<file path="src/rtl/rr_grant_arbiter.sv">
// ============================================================================
// rr_grant_arbiter : round-robin arbiter, registered one-hot grant, bounded
//                    hold time and a one-cycle gap between grants. Rev 1.0
// ============================================================================
`default_nettype none

module rr_grant_arbiter #(
  parameter int N_REQ    = 4,
  parameter int MAX_HOLD = 8,
  parameter int ID_W     = $clog2(N_REQ),
  parameter int HOLD_W   = $clog2(MAX_HOLD + 1)
) (
  input  logic              clk,
  input  logic              rst_n,
  input  logic [N_REQ-1:0]  request,
  output logic [N_REQ-1:0]  grant,
  output logic              grant_valid,
  output logic [ID_W-1:0]   grant_id,
  output logic [HOLD_W-1:0] hold_cnt,
  output logic              preempt
);

  typedef enum logic [1:0] {
    IDLE  = 2'd0,
    GRANT = 2'd1,
    GAP   = 2'd2
  } state_t;

  localparam logic [ID_W:0]     C_N_REQ_W    = (ID_W + 1)'(N_REQ);
  localparam logic [ID_W-1:0]   C_LAST_RST   = ID_W'(N_REQ - 1);
  localparam logic [HOLD_W-1:0] C_MAX_HOLD_W = HOLD_W'(MAX_HOLD);

  state_t              state_q, state_d;
  logic [N_REQ-1:0]    grant_q, grant_d;
  logic                valid_q, valid_d;
  logic [ID_W-1:0]     id_q, id_d;
  logic [ID_W-1:0]     last_q, last_d;
  logic [HOLD_W-1:0]   hold_q, hold_d;
  logic                preempt_q, preempt_d;

  logic                arb_found;
  logic [ID_W-1:0]     arb_sel;
  logic [ID_W:0]       arb_sum;
  logic                others_pending;

  // Search upward from last_q+1 with wrap; the last winner ends up lowest.
  always_comb begin
    arb_found = 1'b0;
    arb_sel   = '0;
    arb_sum   = '0;
    for (int k = 1; k <= N_REQ; k++) begin
      arb_sum = {1'b0, last_q} + (ID_W + 1)'(k);
      if (arb_sum >= C_N_REQ_W) begin
        arb_sum = arb_sum - C_N_REQ_W;
      end
      if (!arb_found && request[arb_sum[ID_W-1:0]]) begin
        arb_found = 1'b1;
        arb_sel   = arb_sum[ID_W-1:0];
      end
    end
  end

  assign others_pending = |(request & ~grant_q);

  always_comb begin
    state_d   = state_q;
    grant_d   = grant_q;
    valid_d   = valid_q;
    id_d      = id_q;
    last_d    = last_q;
    hold_d    = hold_q;
    preempt_d = 1'b0;

    unique case (state_q)
      GRANT: begin
        if (!request[id_q] || ((hold_q == C_MAX_HOLD_W) && others_pending)) begin
          // Release wins over the hold limit, so preempt only on a live request.
          preempt_d = request[id_q];
          state_d   = GAP;
          grant_d   = '0;
          valid_d   = 1'b0;
          id_d      = '0;
          hold_d    = '0;
        end else if (hold_q == C_MAX_HOLD_W) begin
          hold_d = HOLD_W'(1);
        end else begin
          hold_d = hold_q + HOLD_W'(1);
        end
      end
      default: begin
        if (arb_found) begin
          state_d = GRANT;
          grant_d = N_REQ'(1) << arb_sel;
          valid_d = 1'b1;
          id_d    = arb_sel;
          last_d  = arb_sel;
          hold_d  = HOLD_W'(1);
        end else begin
          state_d = IDLE;
          grant_d = '0;
          valid_d = 1'b0;
          id_d    = '0;
          hold_d  = '0;
        end
      end
    endcase
  end

  always_ff @(posedge clk) begin
    if (!rst_n) begin
      state_q   <= IDLE;
      grant_q   <= '0;
      valid_q   <= 1'b0;
      id_q      <= '0;
      last_q    <= C_LAST_RST;
      hold_q    <= '0;
      preempt_q <= 1'b0;
    end else begin
      state_q   <= state_d;
      grant_q   <= grant_d;
      valid_q   <= valid_d;
      id_q      <= id_d;
      last_q    <= last_d;
      hold_q    <= hold_d;
      preempt_q <= preempt_d;
    end
  end

  assign grant       = grant_q;
  assign grant_valid = valid_q;
  assign grant_id    = id_q;
  assign hold_cnt    = hold_q;
  assign preempt     = preempt_q;

endmodule

`default_nettype wire

</file>
<file path="config.mk">
export PLATFORM = sky130hd
export DESIGN_NAME = rr_grant_arbiter
export DESIGN_NICKNAME = d
export VERILOG_FILES = /design/src/rtl/rr_grant_arbiter.sv
export SDC_FILE = /design/constraint.sdc
export NUM_CORES = 1
export LEC_CHECK = 0
export BUFFER_PORTS_ARGS = -buffer_cell sky130_fd_sc_hd__buf_2
export CORE_AREA = 3 3 43 45
export CTS_CLUSTER_DIAMETER = 60
export DETAILED_ROUTE_END_ITERATION = 16
export DIE_AREA = 0 0 46 48
export PLACE_DENSITY = 0.72
export SETUP_SLACK_MARGIN = 0.02
export SYNTH_ARGS = -nofsm -noshare
export SYNTH_HDL_FRONTEND = slang
export SYNTH_SLANG_ARGS = --single-unit
export TNS_END_PERCENT = 50
</file>
<file path="constraint.sdc">
create_clock -name clk -period 2.3 [get_ports clk]
set_input_delay 0.23 -clock clk [delete_from_list [all_inputs] [get_ports clk]]
set_output_delay 0.23 -clock clk [all_outputs]
set_load 0.01 [all_outputs]
</file>
==> out/qor.csv <==
metric,value,unit
crit_family,multiplexers,
layout-drive-gt1-share,26.7,%
top_layer,met4,
layout.nets,110,
drv_slew,0,
irDropWorstVdd,0.441,mV
syn-num-nets,88,
gp_congestion,0.805,
vias,642,
viasPerCell,5.49,
clk_path_buf_depth,2,
cts_sinks,15,
dpl_cell_area,836,um2
rsz0062_at_grt,no,
synthDistinctLibCells,30,
crit_buf_inv,0,
critical_path_class,flip-flop to flip-flop,
setup_tns,0,ps
worst_path_max_delay_cell,mux4_2,
chipHeight,48,um
met3WireLength,51,um
tightest_slew,312,ps
path_clk_slew,80,ps
first_global_vias,532,
skew,1.74,ps
yosysWarnings,0,
max_stage_delay,580,ps
grt_pass1_wl,2.34,mm
cp_cell_sequence,"mux4_2, and3_1, a32o_2",
m1WireLength,730,um
hp-class,input pin to flip-flop,
rows,14,
syn2layout_area_growth,17.4,%
period_needed,1640,ps
finalPower,0.579,mW
setup.worst_path.start,grant_id[1]$_SDFFE_PN0P_,
slew-limit-headroom,79.2,%
port_buffers,17,
cts-resized-gates,0,
drt-initial-drc-count,6,
initial_core_util,48.8,%
grtUsageTotal,15.6,%
postRouteAntennaNets,0,
final_hold_viol_count,0,
cap_viol_max_count,0,
hold_ws,166,ps
netlist_area,734,um2
diodes,0,
routed_wl,1.54,mm
firstDrtPassIters,4,
io-pin-count,18,
whs_path_depth,2,
routedWlPerCell,13.2,um
startpoint_type,flip-flop,
ys_seq_area_share,40.9,%
ctsHtreeMaxLevel,1,
cts_tree,yes,
clock_latency,270,ps
cp_max_fo,7,
remaining_drc_errors,0,
reg2reg_from,grant_id[1]$_SDFFE_PN0P_,
met2_length,748,um
die_w,46,um
grt-ovfl-total,0,
status,"complete, no violations",
end_kind,flip-flop,
worstRegToRegCells,3,
die_area,2210,um2
fin_area,862,um2
synthCells,80,
grt_max_degree,11,
coreArea,1510,um2
clockRootBuffer,clkbuf_4,
arrival,1820,ps
max_freq,609,MHz
cts_setup_buffers,0,
crit_cells,3,
cts-hold-fix-buffers,0,
p_leak,0.390,nW
power_density,671,nW/um2
dpl.hpwl,1.17,mm
syn_avg_cell_area,9.18,um2
yosys_register_bits,15,
antenna_found_initial,0,
required,2480,ps
worstHoldStart,rst_n,
setup_violations,0,
finalCritPeriodShare,71.4,%
cts_buffers,3,
post-route-util,57.2,%
## where the power goes
group	switching [mW]	internal [mW]	total [mW]
Clock	0.0785	0.0672	0.146
Sequential	0.0182	0.281	0.299
Combinational	0.0733	0.0604	0.134
## synthesized netlist by cell type
| cell | number | area [um2] |
|---|---|---|
| mux4_2 | 1 | 22.5 |
| a211o_1 | 2 | 17.5 |
| nor3_1 | 1 | 5.00 |
| a41o_4 | 1 | 21.3 |
| a211oi_1 | 1 | 7.51 |
| xor2_1 | 1 | 8.76 |
| a22oi_1 | 2 | 15.0 |
| a311oi_1 | 1 | 8.76 |
| nand4_1 | 1 | 6.26 |
| buf_6 | 1 | 11.3 |
| or2_1 | 1 | 6.26 |
| nand3_1 | 3 | 15.0 |
| ha_1 | 2 | 25.0 |
| and3_1 | 1 | 6.26 |
| o41ai_2 | 1 | 16.3 |
| inv_1 | 5 | 18.8 |
| nor3b_1 | 1 | 7.51 |
| nand2_1 | 5 | 18.8 |
| and2b_2 | 1 | 8.76 |
| mux2i_1 | 1 | 10.0 |
| a32o_2 | 1 | 11.3 |
| a21oi_1 | 6 | 30.0 |
| nand2b_1 | 8 | 50.1 |
| nand3b_1 | 1 | 7.51 |
| nor2_1 | 11 | 41.3 |
| dfxtp_1 | 15 | 300 |
| o21ai_1 | 1 | 5.00 |
| xnor2_1 | 1 | 8.76 |
| nor2b_2 | 1 | 8.76 |
| or2b_1 | 2 | 15.0 |
## metrics by stage
| step | setup WS [ps] | std cells |
|---|---|---|
| CTS | 649 | 117 |
| global placement | 715 | 113 |
| global route | 591 | 117 |
| finish | 657 | 117 |
| detailed placement | 666 | 113 |
| floorplan | 678 | 80 |
## worst reg2reg max path, stage by stage, from the launching register on
cell and delay [ps]:
dfxtp_1 400, mux4_2 580, and3_1 280, a32o_2 290
## placed cells by master (no fill, tap or decap), types with 3 or more instances in the layout
master and instances:
clkbuf_4 3, buf_2 17, nor2_1 11, a21oi_1 6, nand2b_1 8, nand3_1 3
inv_1 5, nand2_1 5, dfxtp_1 15
## sequential cells by signal (all words and copies together) (netlist names)
name / cells
grant: 4
preempt: 1
grant_id: 2
hold_cnt: 4
state_q: 2
last_q: 2
## final cells by class
type | count | area, um2
clock buffers | 4 | 26.3
fillers | 144 | 644
inverters | 5 | 18.8
multi-input cells | 59 | 404
flip-flops and latches | 15 | 300
well taps | 16 | 20.0
repair buffers | 18 | 92.6
## kinds of logic after synthesis
logic type	synth area share, %
simple gates	26.7
xor+xnor	2.39
buf+inv	4.09
flops	40.9
compound gates	18.1
fa+ha+maj	3.41
mux	4.43
## layer usage
metal	vias up	GRT usage [%]
met5	-	0
met4	0	8.52
met3	2	4.51
met2	12	23.1
met1	305	20.4
li1	323	-
## final timing paths
| kind | end | slack (ps) |
|---|---|---|
| hold reg to reg | grant[0]$_SDFFE_PN0P_ | 490 |
| hold / removal | last_q[0]$_SDFFE_PN1P_ | 170 |
| setup reg to reg | grant_id[0]$_SDFFE_PN0P_ | 660 |
| setup / recovery | grant_id[0]$_SDFFE_PN0P_ | 660 |
No activity file was read; power rests on OpenSTA's default activity.
